### src/rtl/alu_issue_ctrl.sv
// alu_issue_ctrl: decodes ALUOp/funct into ALUControl, registers ALU operands, captures Result/Zero_Flag. ALU_CTRL_ERR_EN enables error responses.
// Latency: rsp_valid 2 cycles after accept (1 cycle for an error response); initiation interval 3.
// Backpressure: req_ready only in IDLE; RESP holds every output until rsp_ready.
module alu_issue_ctrl (
  input  logic        clk,
  input  logic        reset,
  input  logic        req_valid,
  output logic        req_ready,
  input  logic [1:0]  req_aluop,
  input  logic [5:0]  req_funct,
  input  logic [31:0] req_a,
  input  logic [31:0] req_b,
  output logic [3:0]  ALUControl,
  output logic [31:0] A,
  output logic [31:0] B,
  input  logic [31:0] Result,
  input  logic        Zero_Flag,
  output logic        rsp_valid,
  input  logic        rsp_ready,
  output logic [31:0] rsp_result,
  output logic        rsp_zero,
  output logic        rsp_err
);

  typedef enum logic [1:0] {IDLE, EXEC, RESP} state_t;

  state_t     state;
  state_t     state_nxt;
  logic [3:0] dec_ctrl;
  logic       accept;
  logic       err_take;

  always_comb begin
    dec_ctrl = 4'b0010;
    case (req_aluop)
      2'b00: dec_ctrl = 4'b0010;
      2'b01: dec_ctrl = 4'b0110;
      2'b11: dec_ctrl = 4'b0001;
      default: begin
        case (req_funct)
          6'b100000: dec_ctrl = 4'b0010;
          6'b100010: dec_ctrl = 4'b0110;
          6'b100100: dec_ctrl = 4'b0000;
          6'b100101: dec_ctrl = 4'b0001;
          6'b101010: dec_ctrl = 4'b0111;
          6'b100111: dec_ctrl = 4'b1100;
          default:   dec_ctrl = 4'b0010;
        endcase
      end
    endcase
  end

  assign accept = req_valid && req_ready;

`ifdef ALU_CTRL_ERR_EN
  logic dec_unsup;

  always_comb begin
    dec_unsup = 1'b0;
    if (req_aluop == 2'b10) begin
      dec_unsup = !(req_funct inside {6'b100000, 6'b100010, 6'b100100,
                                      6'b100101, 6'b101010, 6'b100111});
    end
  end

  assign err_take = accept && dec_unsup;

  always_ff @(posedge clk) begin
    if (reset) begin
      rsp_err <= 1'b0;
    end else if (err_take) begin
      rsp_err <= 1'b1;
    end else if (state == EXEC) begin
      rsp_err <= 1'b0;
    end
  end
`else
  assign err_take = 1'b0;
  assign rsp_err  = 1'b0;
`endif

  always_ff @(posedge clk) begin
    if (reset) begin
      state <= IDLE;
    end else begin
      state <= state_nxt;
    end
  end

  always_comb begin
    state_nxt = state;
    case (state)
      IDLE: begin
        if (err_take) begin
          state_nxt = RESP;
        end else if (accept) begin
          state_nxt = EXEC;
        end
      end
      EXEC: state_nxt = RESP;
      RESP: begin
        if (rsp_ready) begin
          state_nxt = IDLE;
        end
      end
      default: state_nxt = IDLE;
    endcase
  end

  always_comb begin
    req_ready = (state == IDLE);
    rsp_valid = (state == RESP);
  end

  // Error responses leave the ALU inputs untouched so the ALU keeps its last operation.
  always_ff @(posedge clk) begin
    if (reset) begin
      ALUControl <= 4'b0000;
      A          <= '0;
      B          <= '0;
      rsp_result <= '0;
      rsp_zero   <= 1'b0;
    end else begin
      if (accept && !err_take) begin
        ALUControl <= dec_ctrl;
        A          <= req_a;
        B          <= req_b;
      end
      if (err_take) begin
        rsp_result <= '0;
        rsp_zero   <= 1'b0;
      end else if (state == EXEC) begin
        rsp_result <= Result;
        rsp_zero   <= Zero_Flag;
      end
    end
  end

endmodule

### config.mk
export PLATFORM = sky130hd
export DESIGN_NAME = alu_issue_ctrl
export DESIGN_NICKNAME = d
export VERILOG_FILES = /design/src/rtl/alu_issue_ctrl.sv
export SDC_FILE = /design/constraint.sdc
export NUM_CORES = 1
export LEC_CHECK = 0
export BUFFER_PORTS_ARGS = -buffer_cell sky130_fd_sc_hd__buf_2
export CORE_MARGIN = 1.5
export CORE_UTILIZATION = 47
export CTS_CLUSTER_DIAMETER = 120
export CTS_CLUSTER_SIZE = 20
export DETAILED_ROUTE_END_ITERATION = 8
export PLACE_DENSITY_LB_ADDON = 0.05
export SETUP_SLACK_MARGIN = 0.3
export SYNTH_ARGS = -nofsm -noshare
export SYNTH_HDL_FRONTEND = slang
export SYNTH_SLANG_ARGS = --single-unit
export TNS_END_PERCENT = 10
### constraint.sdc
create_clock -name clk -period 3.45 [get_ports clk]
set_input_delay 0.345 -clock clk [delete_from_list [all_inputs] [get_ports clk]]
set_output_delay 0.345 -clock clk [all_outputs]
set_load 0.02 [all_outputs]
### Yosys cells after proc, flatten, opt, wreduce, memory -nomap -nowiden

Index checks and enable logic that the tools add are counted.

* flip-flop bits (word level): 103
* input bits: 109
* output and inout port bits: 104

* equality and inequality tests: 11
* mux-type cells: 5
* reductions and logical operators: 4

Operator list (count)
* == test 6 bit, second input constant: 5
* one-hot mux 4 bit (5 select lines): 1
* one-hot mux 4 bit (3 select lines): 1
* one-hot mux 2 bit (3 select lines): 1
* == test 2 x 1 -> 1 bit, second input constant: 2
* == test 2 bit, second input constant: 2
* logical NOT 2 bit: 2
* 2-to-1 mux 2 bit: 2
* != test 2 x 1 -> 1 bit, second input constant: 2
* AND reduction 2 bit: 1
* logical AND 1 bit: 1

### Depth between registers and ports, before layout

Gate-level depths: netlist of run 1.

* word-level depth: 4
* mapped depth: 6

### Worst setup path after synthesis of run 1

No wires, ideal clock.

* path type: reg2reg
* start point: register state[1]
* end point: register A[8]
* library setup time: 132 ps
* arrival time: 1182 ps
* data required time: 3318 ps
* setup slack: 2136 ps
* stages on the path, launching flop included: 7
* period minus slack after synthesis: 1314 ps
* path through: dfxtp_1 or3b_1 buf_2 buf_6 buf_6 nand2_1 a21oi_1

* cells in the longest elaborated chain, start to end: 2

Ends and longest elaborated chain
* from (decl): RTL line 27 `state_t state;`
* from (signal assigned): RTL line 86 `state <= state_nxt;`
* logical NOT 2 bit: RTL line 111 `req_ready = (state == IDLE);`
* logical AND 1 bit: RTL line 53 `assign accept = req_valid && req_ready;`
* to (signal assigned): RTL line 126 `A <= req_a;`
* to (decl): RTL line 14 `output logic [31:0] A,`

Every way passes these cells.
A chain may end at the register's enable or synchronous reset.

### Worst setup path after layout of run 1

* start point: register state[1]
* end point: register B[16]

* cells in the longest elaborated chain, start to end: 2

Ends and longest elaborated chain
* logical NOT 2 bit: RTL line 111
* logical AND 1 bit: RTL line 53
* to (signal assigned): RTL line 127 `B <= req_b;`
* to (decl): RTL line 15 `output logic [31:0] B,`

Every way passes these cells.

==> impl_results.rst, run 1 <==
.. list-table::
   :header-rows: 1

   * - Metric
     - Value
   * - Core Area
     - 0.007647 mm²
   * - Fraction of final layout cells sized beyond drive strength 1
     - 0.3638
   * - Average instance area after synthesis
     - 7.992 µm²
   * - Die Y
     - 91.64 µm
   * - Data arrival, critical path
     - 2090 ps
   * - Clock Pin Slew Worst Setup and Hold Paths
     - 100 ps
   * - # port buffers
     - 211
   * - Final hold viol count
     - 0
   * - Summed instance area of the synthesized netlist
     - 0.003692 mm²
   * - Critical Setup Path Class
     - flip-flop to flip-flop
   * - Overall via count from detail_route
     - 3650
   * - Sink of the worst hold path
     - rsp_result[18]$_SDFFE_PP0N_
   * - Final period utilization
     - 0.5542
   * - Largest net degree at the start of global routing
     - 104
   * - Post-synth cell types
     - 22
   * - Share of the core filled with cells
     - 0.6435
   * - Max Fanout on Critical Path
     - 38
   * - Setup repair after global routing missed its margin
     - false
   * - CP Data Required Time
     - 3630 ps
   * - Hold depth
     - 3
   * - Compound-cell area share of the yosys netlist
     - 0.1467
   * - Xor and xnor fraction of the mapped netlist area
     - 0
   * - CTS Root Cell
     - clkbuf_8
   * - Sequential share of the synthesized area
     - 0.5585
   * - Number of buffers added to fix hold violations after cts
     - 0
   * - CP Depth
     - 4
   * - Number of routed nets with antenna violations
     - 0
   * - Highest achievable clock rate
     - 523.0 MHz
   * - Crit-path max cell delay
     - 810 ps
   * - Run status
     - finished clean
   * - Worst R2R End
     - B[16]$_SDFFE_PP0P_
   * - Average vias per placed instance
     - 4.809
   * - Max Transition Viols Final
     - 0
   * - Cell with the largest stage delay on the worst path
     - or3b_2
   * - HPWL reported at the end of detailed placement
     - 6733 µm
   * - Initial Util
     - 0.4828
   * - Clock sink count
     - 103
   * - Critical Path Sink Type
     - flip-flop
   * - Vias in the first global route
     - 3295
   * - Buffer and inverter count on the worst path
     - 1
   * - Pwr Density
     - 499.0 mW/mm²
   * - Max-Cap Viols
     - 0
   * - Setup-violating endpoint count in the final report
     - 0
   * - Max rail drop VDD
     - 321.6 µV
   * - Final weighted congestion in routability-driven placement
     - 0.7692
   * - Routed len/inst
     - 12.48 µm
   * - Buffer count from post-CTS setup fixing
     - 0
   * - Start point of the worst min-delay path
     - Result[18]
   * - Crit start category
     - flip-flop
   * - Total congestion overflow
     - 0
   * - Least-Margin Pin Slew
     - 1198 ps
   * - Number of antenna cells inserted
     - 0
   * - Post-cts gate resize count
     - 0
   * - Overall Global Routing Usage
     - 0.2249
   * - First-pass iteration count of the detailed router
     - 4
   * - Register-to-Register Setup Slack
     - 1540 ps
   * - Number of nets at the end of the flow
     - 761
   * - Number of rows in the core area
     - 32
   * - Slew headroom
     - 0.1975
   * - Die Span X
     - 91.64 µm
   * - DIE AREA
     - 0.008397 mm²
   * - Number of cells produced by synthesis
     - 462
   * - Clock H-tree levels
     - 3
   * - I/O Pins
     - 213
   * - Static leakage
     - 2.352 nW
   * - Time the final worst path needs with I/O delays and setup
     - 1912 ps
   * - Total Routed Length
     - 9473 µm
   * - Synth Register Bits
     - 103
   * - Clock network latency to the later pin of the worst-skew pair
     - 350 ps
   * - Total CTS buffers
     - 9
   * - TritonCTS clock tree
     - built
   * - Maximum clock insertion buffer count
     - 2
   * - Area growth from synthesis to final layout
     - 33.28%
   * - Class of the most critical hold timing path
     - input port to flip-flop
   * - Worst reg2reg startpoint
     - state[1]$_SDFFE_PP0P_
   * - Number of synthesis warnings
     - 0
   * - Share of synthesized cell area in and, or, nand and nor gates
     - 0.2413
   * - Critical path's top delay family
     - simple AND/OR/NAND/NOR gates
   * - Detailed router's first-iteration violation count
     - 128
   * - Nets in the synthesized netlist
     - 571
   * - Antenna violations before repair
     - 0
   * - Adder-Cell Fraction of Synth Area
     - 0
   * - Fraction of synthesized area in multiplexers
     - 0
   * - Final setup skew
     - 11.21 ps
   * - Ordered list of cells on the worst path
     - or3b_2 > buf_4 > nand2_1 > a21oi_1
   * - Largest family of logic cells by synthesized area
     - simple AND/OR/NAND/NOR gates
   * - Setup TNS
     - 0 ps
   * - DRC errors left
     - 0
   * - Global-route wire length before repair
     - 15190 µm
   * - Cells on worst reg2reg path
     - 4
[cells in the mapped netlist]
cell type | number | share of area
dfxtp_1 | 103 | 0.56
nor4bb_1 | 3 | 0.0081
nand4_1 | 1 | 0.0017
a31oi_1 | 1 | 0.0017
buf_2 | 17 | 0.023
nor2_1 | 5 | 0.0051
nor3b_1 | 1 | 0.0020
nand2_1 | 189 | 0.19
buf_6 | 4 | 0.012
o211ai_1 | 2 | 0.0041
and3b_1 | 2 | 0.0047
nand3_1 | 1 | 0.0014
nand2b_1 | 4 | 0.0068
nor2b_1 | 3 | 0.0051
a21o_1 | 1 | 0.0020
or3b_1 | 1 | 0.0024
a311oi_1 | 2 | 0.0047
clkbuf_1 | 13 | 0.013
conb_1 | 1 | 0.0010
buf_4 | 2 | 0.0041
a21oi_1 | 99 | 0.13
nand2_2 | 7 | 0.012
[area by class of cell]
class / instances / area, µm²
timing repair buffer: 215 / 1089
clock inverter: 4 / 53.80
sequential: 103 / 2062
multi-input combinational: 323 / 1444
fill: 716 / 2726
tap: 102 / 127.6
clock buffer: 12 / 145.1
[layer usage]
metal / global-route usage / vias to the layer above / part of all wire
li1: - / 1869 / -
met3: 0.06219 / 14 / 0.080
met1: 0.2751 / 1627 / 0.42
met5: 0 / - / 0
met4: 0.08854 / 0 / 0.017
met2: 0.3744 / 140 / 0.48
[cell usage in the layout, fill, tap and decap left out, drive strengths merged]
cell and instances:
a21o 1, nor2b 3, dfxtp 103, clkbuf 12, a21oi 99, nand2 196
buf 215, nand4 1, and3b 2, nor3b 1, conb 1, nor4bb 3
a311oi 2, a31oi 1, o211ai 2, inv 1, bufinv 1, nor2 5
nand3 1, clkinvlp 2, or3b 1, nand2b 4
[worst min-delay path, cell delays in order]
cell and delay, ps:
buf_2 90, nand2_1 40, a21oi_1 50
[cell families (layout without fill, tap and decap cells)]
logic type	count (synthesis)	in the layout
DFF	103	103
buffers and inverters	36	231
other	1	1
and+or+nand+nor	217	217
AOI/OAI and AO/OA	105	105
[through the flow]
step	cells	cell area (µm²)	setup WS (ps)	total power, mW	hold WS [ps]
finish	759	4921	1538	2.456	214.8
global route	759	4921	1386	2.571	200.4
CTS	759	4921	1531	2.480	195.5
detailed placement	743	4722	1504	1.728	443.2
global placement	743	4722	1527	1.721	438.7
floorplan	462	3692	2136	1.574	453.7
[power by group]
part / switching [mW] / internal, mW
sequential: 0.0344 / 1.26
combinational: 0.257 / 0.146
clock: 0.399 / 0.359
total: 0.691 / 1.76
[sequential cells by signal, indices dropped and copies added, names as in the netlist]
register    count
A              32
rsp_result     32
ALUControl      4
state           2
B              32
rsp_zero        1
[worst max-delay path by stage]
stage | from | to | slack (ps)
2_1_floorplan | state[1]$_SDFFE_PP0P_ | A[8]$_SDFFE_PP0P_ | 2140
3_3_place_gp | req_valid | A[21]$_SDFFE_PP0P_ | 1530
3_5_place_dp | req_valid | B[11]$_SDFFE_PP0P_ | 1500
4_1_cts | state[1]$_SDFFE_PP0P_ | A[24]$_SDFFE_PP0P_ | 1530
5_1_grt | state[0]$_SDFFE_PP0P_ | rsp_result[12]$_SDFFE_PP0N_ | 1390
6_report | state[1]$_SDFFE_PP0P_ | B[16]$_SDFFE_PP0P_ | 1540
Power figures use the tool's default switching activity.
==> run 2, diff against run 1 <==
--- a/config.mk
+++ b/config.mk
@@ -7,7 +7,7 @@
 export LEC_CHECK = 0
 export BUFFER_PORTS_ARGS = -buffer_cell sky130_fd_sc_hd__buf_2
 export CORE_MARGIN = 1.5
-export CORE_UTILIZATION = 47
+export CORE_UTILIZATION = 43
 export CTS_CLUSTER_DIAMETER = 120
 export CTS_CLUSTER_SIZE = 20
 export DETAILED_ROUTE_END_ITERATION = 8
==> constraint.sdc (replaced) <==
create_clock -name clk -period 1.95 [get_ports clk]
set_input_delay 0.195 -clock clk [delete_from_list [all_inputs] [get_ports clk]]
set_output_delay 0.195 -clock clk [all_outputs]
set_load 0.02 [all_outputs]
==> impl_results.rst, run 2 (synthesized netlist as in run 1, its figures left out) <==
.. list-table::
   :header-rows: 1

   * - Metric
     - Value
   * - Run status
     - finished clean
   * - Setup TNS
     - 0 ps (unchanged)
   * - Register-to-Register Setup Slack
     - 470 ps (-1070 ps)
   * - Total congestion overflow
     - 0 (unchanged)
   * - Number of non-filler instances in the completed layout
     - 767 (+1.1%)
   * - Clock network latency to the later pin of the worst-skew pair
     - 360 ps (about the same)
   * - # port buffers
     - 211 (unchanged)
   * - Max Fanout on Critical Path
     - 67 (+76%)
   * - Detailed-routing wirelength on met1
     - 4253 µm (+5.7%)
   * - Final-layout worst hold slack
     - 58.07 ps (-156.8 ps)
   * - Routed met3 length
     - 1008 µm (+32%)
   * - Top Registers
     - A x32, B x32, rsp_result x32
   * - Detailed router's first-iteration violation count
     - 89 (-30%)
   * - DIE AREA
     - 0.009152 mm² (+9.0%)
   * - Initial Util
     - 0.4471 (-0.03570)
   * - Clock power frac
     - 0.279 (-0.030)
   * - Slew headroom
     - 0.6521 (+0.4545)
   * - Total Routed Length
     - 9990 µm (+5.5%)
   * - Largest net degree at the start of global routing
     - 72 (-31%)
   * - Final setup skew
     - 15.17 ps (+3.960 ps)
   * - Number of rows in the core area
     - 33 (+3.1%)
   * - Core Area
     - 0.008258 mm² (+8.0%)
   * - Final period utilization
     - 0.7584 (+0.2042)
   * - Maximum clock insertion buffer count
     - 2 (unchanged)
   * - Routed len/inst
     - 13.02 µm (+4.4%)
   * - Number of antenna cells inserted
     - 0 (unchanged)
   * - Fraction of power spent switching nets
     - 0.2945 (+0.01309)
   * - Die Span X
     - 95.67 µm (+4.4%)
   * - Overall Global Routing Usage
     - 0.2048 (-0.02008)
   * - Met2 wirelength from detailed routing
     - 4586 µm (+1.3%)
   * - TritonCTS clock tree
     - built
   * - Net switching power figure
     - 1.233 mW (+79%)
   * - Buffer and inverter count on the worst path
     - 1 (unchanged)
   * - Data arrival, critical path
     - 1710 ps (-380 ps)
   * - Placed cell count
     - 751 (+1.1%)
   * - Max rail drop VDD
     - 442.7 µV (+38%)
   * - Cell with the largest stage delay on the worst path
     - or3b_2
   * - Overall via count from detail_route
     - 3650 (unchanged)
   * - Pwr Density
     - 847.1 mW/mm² (+70%)
   * - Least-Margin Pin Slew
     - 521.9 ps (-676.4 ps)
   * - First-pass iteration count of the detailed router
     - 4 (unchanged)
   * - Final hold viol count
     - 0 (unchanged)
   * - Time the final worst path needs with I/O delays and setup
     - 1479 ps (-433.2 ps)
   * - Clock Pin Slew Worst Setup and Hold Paths
     - 100 ps (about the same)
   * - Number of routed nets with antenna violations
     - 0 (unchanged)
   * - Total CTS buffers
     - 9 (unchanged)
   * - Highest-count cells in the layout ignoring fill and taps
     - buf_2, nand2_1, dfxtp_1
   * - I/O Pins
     - 213 (unchanged)
   * - Average vias per placed instance
     - 4.759 (-1.0%)
   * - Start point of the worst min-delay path
     - Result[26]
   * - Clock H-tree levels
     - 3 (unchanged)
   * - Setup-violating endpoint count in the final report
     - 0 (unchanged)
   * - Max-Cap Viols
     - 0 (unchanged)
   * - CP Data Required Time
     - 2180 ps (-1450 ps)
   * - CP Depth
     - 4 (unchanged)
   * - PnR Total Power
     - 4.189 mW (+71%)
   * - Highest achievable clock rate
     - 676.2 MHz (+29%)
   * - Vias in the first global route
     - 3142 (-4.6%)
   * - Die Y
     - 95.67 µm (+4.4%)
   * - Design internal power
     - 2.955 mW (+67%)
   * - Worst reg2reg startpoint
     - state[1]$_SDFFE_PP0P_
   * - Critical Setup Path Class
     - flip-flop to flip-flop
   * - Launch point of the worst path
     - state[1]$_SDFFE_PP0P_
   * - Share of total power in combinational logic
     - 0.175 (+0.011)
   * - Sequential cell fraction of total power
     - 0.546 (+0.019)
   * - Critical path's top delay family
     - simple AND/OR/NAND/NOR gates
   * - Clock sink count
     - 103 (unchanged)
   * - CTS Root Cell
     - clkbuf_8
   * - Crit-path max cell delay
     - 490 ps (-320 ps)
   * - Setup repair after global routing missed its margin
     - false
   * - Critical Path Sink Type
     - flip-flop
   * - Worst R2R End
     - ALUControl[0]$_SDFFE_PP0P_
   * - Class of the most critical hold timing path
     - input port to flip-flop
   * - Global-route wire length before repair
     - 14570 µm (-4.1%)
   * - Ordered list of cells on the worst path
     - or3b_2 > buf_6 > nand2_1 > a31oi_1
   * - Antenna violations before repair
     - 0 (unchanged)
   * - Fill cells
     - 843 (+18%)
   * - Number of nets at the end of the flow
     - 766 (+0.66%)
   * - Cells on worst reg2reg path
     - 4 (unchanged)
   * - Area growth from synthesis to final layout
     - 33.92%
   * - Crit start category
     - flip-flop
   * - HPWL reported at the end of detailed placement
     - 7022 µm (+4.3%)
   * - Most common cell after layout, fill and taps aside
     - buf_2
   * - Endpoint of the worst setup timing path
     - ALUControl[0]$_SDFFE_PP0P_
   * - DRC errors left
     - 0 (unchanged)
   * - Static leakage
     - 2.367 nW (+0.62%)
   * - Final weighted congestion in routability-driven placement
     - 0.7321 (-4.8%)
   * - Uppermost layer routed
     - met4
   * - Max Transition Viols Final
     - 0 (unchanged)
   * - Fraction of final layout cells sized beyond drive strength 1
     - 0.3701 (+0.006316)
run 2: layout make-up:
class / instances / area [µm²] / share of cell area
multi-input combinational: 323 / 1444 / 0.2920
clock inverter: 6 / 37.54 / 0.007591
clock buffer: 10 / 127.6 / 0.02581
sequential: 103 / 2062 / 0.4170
tap: 105 / 131.4 / 0.02657
timing repair buffer: 220 / 1142 / 0.2310
run 2: through the flow:
stage | utilization | worst slack, ps | cell area (µm²)
CTS | 0.5983 | 375.2 | 4941
global placement | 0.5783 | 410.6 | 4776
detailed placement | 0.5783 | 384.2 | 4776
floorplan | - | 635.5 | 3692
global route | 0.5988 | 404.1 | 4945
finish | 0.5988 | 471.1 | 4945
run 2: timing repair:
item	4_1_cts	5_1_grt
hold endpoints to repair	0	0
endpoints found under the setup margin	0	3
hold buffers	0	0
resized for setup	0	1
buffers inserted	0	0
run 2: worst min-delay path by stage:
| stage | end | slack, ps | cells past startpoint |
|---|---|---|---|
| after floorplan | ALUControl[1]$_SDFFE_PP0P_ | 300 | 1 |
| after global placement | ALUControl[1]$_SDFFE_PP0P_ | 430 | 2 |
| after detailed placement | ALUControl[1]$_SDFFE_PP0P_ | 440 | 2 |
| after CTS | rsp_result[27]$_SDFFE_PP0N_ | 50 | 3 |
| after global routing | rsp_result[1]$_SDFFE_PP0N_ | 40 | 3 |
| final | rsp_result[26]$_SDFFE_PP0N_ | 60 | 3 |
run 2: layer usage:
layer / GRT usage / vias to the layer above
met5: 0 / -
met4: 0.07108 / 0
met3: 0.08772 / 14
met2: 0.3251 / 147
met1: 0.2467 / 1619
li1: - / 1870
run 2: power by group through the flow:
stage | Clock [mW] | Sequential (mW) | Combinational (mW)
finish | 1.17 | 2.29 | 0.731
global route | 1.30 | 2.31 | 0.803
CTS | 1.19 | 2.29 | 0.738
detailed placement | 0 | 2.34 | 0.735
global placement | 0 | 2.33 | 0.724
floorplan | 0 | 2.49 | 0.296
run 2: worst reg2reg max path, cell delays in order, from the launching register on:
cell and delay [ps]:
dfxtp_1 360, or3b_2 490, buf_6 260, nand2_1 160, a31oi_1 90
==> run 3, diff against run 2 <==
==> constraint.sdc (replaced) <==
create_clock -name clk -period 1.5 [get_ports clk]
set_input_delay 0.15 -clock clk [delete_from_list [all_inputs] [get_ports clk]]
set_output_delay 0.15 -clock clk [all_outputs]
set_load 0.02 [all_outputs]
==> impl_results.rst, run 3 (synthesized netlist as in run 1, its figures left out) <==
.. list-table::
   :header-rows: 1

   * - Metric
     - Value
   * - CTS Root Cell
     - clkbuf_8
   * - Cell with the largest stage delay on the worst path
     - or3b_4
   * - Clock power frac
     - 0.279 (about the same)
   * - Static leakage
     - 2.453 nW (+3.6%)
   * - Crit-path max cell delay
     - 460 ps (-30 ps)
   * - Time the final worst path needs with I/O delays and setup
     - 1277 ps (-201.8 ps)
   * - Worst slack, placed
     - 92.41 ps (-291.8 ps)
   * - Setup repair after global routing missed its margin
     - true
   * - Global-route wire length before repair
     - 14410 µm (-1.0%)
   * - Max rail drop VDD
     - 489.6 µV (+11%)
   * - Net switching power figure
     - 1.619 mW (+31%)
   * - Number of antenna cells inserted
     - 0 (unchanged)
   * - Pwr Density
     - 1084 mW/mm² (+28%)
   * - Core Area
     - 0.008258 mm² (unchanged)
   * - Placed cell count
     - 750 (-0.13%)
   * - Routed len/inst
     - 12.98 µm (-0.33%)
   * - Total CTS buffers
     - 9 (unchanged)
   * - Max Fanout on Critical Path
     - 29 (-57%)
   * - Fraction of final layout cells sized beyond drive strength 1
     - 0.3832 (+0.01314)
   * - DRC errors left
     - 0 (unchanged)
   * - Fraction of power spent switching nets
     - 0.2893 (-0.005109)
   * - Top Registers
     - A x32, B x32, rsp_result x32
   * - I/O Pins
     - 213 (unchanged)
   * - Share of the core filled with cells
     - 0.6248 (+0.02606)
   * - Overall Global Routing Usage
     - 0.2014 (-0.003378)
   * - Overall via count from detail_route
     - 3688 (+1.0%)
   * - Initial Util
     - 0.4471 (unchanged)
   * - Clock sink count
     - 103 (unchanged)
   * - Design internal power
     - 3.976 mW (+35%)
   * - Critical Path Sink Type
     - flip-flop
   * - Number of nets at the end of the flow
     - 773 (+0.91%)
   * - Largest net degree at the start of global routing
     - 104 (+44%)
   * - Die Y
     - 95.67 µm (unchanged)
   * - Sequential cell fraction of total power
     - 0.532 (-0.014)
   * - Clock network latency to the later pin of the worst-skew pair
     - 350 ps (about the same)
   * - Final worst slack
     - 222.9 ps (-248.2 ps)
   * - First-pass iteration count of the detailed router
     - 4 (unchanged)
   * - Final hold viol count
     - 0 (unchanged)
   * - CP Data Required Time
     - 1720 ps (-460 ps)
   * - Highest achievable clock rate
     - 783.0 MHz (+16%)
   * - Setup TNS
     - 0 ps (unchanged)
   * - Setup-violating endpoint count in the final report
     - 0 (unchanged)
   * - Ordered list of cells on the worst path
     - or3b_4 > buf_12 > nand2_1 > a21oi_1
   * - Critical path's top delay family
     - simple AND/OR/NAND/NOR gates
   * - Final period utilization
     - 0.8514 (+0.09299)
   * - Number of rows in the core area
     - 33 (unchanged)
   * - Most common cell after layout, fill and taps aside
     - buf_2
   * - Average vias per placed instance
     - 4.771 (+0.26%)
   * - Total Routed Length
     - 10040 µm (+0.45%)
   * - # port buffers
     - 211 (unchanged)
   * - Number of routed nets with antenna violations
     - 0 (unchanged)
   * - Run status
     - finished clean
   * - Data arrival, critical path
     - 1490 ps (-220 ps)
   * - Total congestion overflow
     - 0 (unchanged)
   * - Share of total power in combinational logic
     - 0.188 (+0.013)
   * - Detailed router's first-iteration violation count
     - 109 (+22%)
   * - Final-layout worst hold slack
     - 24.99 ps (-33.09 ps)
   * - Vias in the first global route
     - 3147 (+0.16%)
   * - Max Transition Viols Final
     - 0 (unchanged)
   * - Number of non-filler instances in the completed layout
     - 773 (+0.78%)
   * - TritonCTS clock tree
     - built
   * - Crit start category
     - flip-flop
   * - Max-Cap Viols
     - 0 (unchanged)
   * - Class of the most critical hold timing path
     - input port to flip-flop
   * - Critical Setup Path Class
     - flip-flop to flip-flop
   * - DIE AREA
     - 0.009152 mm² (unchanged)
   * - Die Span X
     - 95.67 µm (unchanged)
   * - HPWL reported at the end of detailed placement
     - 6744 µm (-4.0%)
   * - Antenna violations before repair
     - 1 (+1)
   * - Final setup skew
     - 11.38 ps (-3.795 ps)
   * - Buffer and inverter count on the worst path
     - 1 (unchanged)
   * - Clock Pin Slew Worst Setup and Hold Paths
     - 100 ps (about the same)
   * - Final weighted congestion in routability-driven placement
     - 0.7780 (+6.3%)
   * - Clock H-tree levels
     - 3 (unchanged)
   * - Highest-count cells in the layout ignoring fill and taps
     - buf_2, nand2_1, dfxtp_1
   * - Maximum clock insertion buffer count
     - 2 (unchanged)
   * - Area growth from synthesis to final layout
     - 39.75%
[run 3: cell types whose count changed in the layout (fill, tap and decap cells not counted), sizes merged]
cell,previous run,this run
inv,0,1
buf,220,223
clkinv,3,0
clkbuf,10,14
dlygate4sd3,0,1
[run 3: power groups by stage]
stage | logic (mW) | registers [mW] | clock network [mW]
2_1_floorplan | 0.389 | 3.24 | 0
4_1_cts | 1.00 | 2.98 | 1.61
3_3_place_gp | 0.961 | 3.04 | 0
3_5_place_dp | 0.971 | 3.04 | 0
5_1_grt | 1.16 | 3.00 | 1.71
6_report | 1.05 | 2.98 | 1.56
[run 3: layout make-up]
cell class,instances,area (µm²)
fillers,782,3098
flip-flops and latches,103,2067
multi-input cells,323,1463
repair buffers,227,1326
clock buffers,11,141.4
well taps,105,131.4
clock inverters,4,31.28
[run 3: per-stage QoR]
stage               total power [mW]  cell area, µm²
finish                         5.595            5160
CTS                            5.589            5044
floorplan                      3.625            3706
global route                   5.870            5160
global placement               3.996            4816
detailed placement             4.013            4816
[run 3: path summary, 6_finish.rpt]
kind / startpoint / to / slack (ps) / depth (start not counted)
setup / recovery: state[1]$_SDFFE_PP0P_ / B[16]$_SDFFE_PP0P_ / 220 / 4
hold / removal: req_b[2] / B[2]$_SDFFE_PP0P_ / 20 / 3
setup reg to reg: state[1]$_SDFFE_PP0P_ / B[16]$_SDFFE_PP0P_ / 220 / 4
hold reg to reg: rsp_result[4]$_SDFFE_PP0N_ / rsp_result[4]$_SDFFE_PP0N_ / 450 / 2
[run 3: tightest hold or removal path, stage by stage]
cell and delay (ps):
buf_2 100, nand2_1 40, a21oi_1 50
[run 3: timing repair]
| action | CTS | global route |
|---|---|---|
| hold endpoints to repair | 0 | 1 |
| cloned | 1 | 3 |
| hold buffers | 0 | 1 |
| pin swaps | 1 | 2 |
| gates resized for setup | 8 | 3 |
| buffers inserted | 0 | 3 |
| endpoints found under the setup margin | 70 | 79 |
[run 3: per-layer routing]
metal,global-route usage,share of wire
met4,0.07843,0.019
met5,0,0.0016
met1,0.2478,0.43
met3,0.05981,0.082
met2,0.3292,0.46
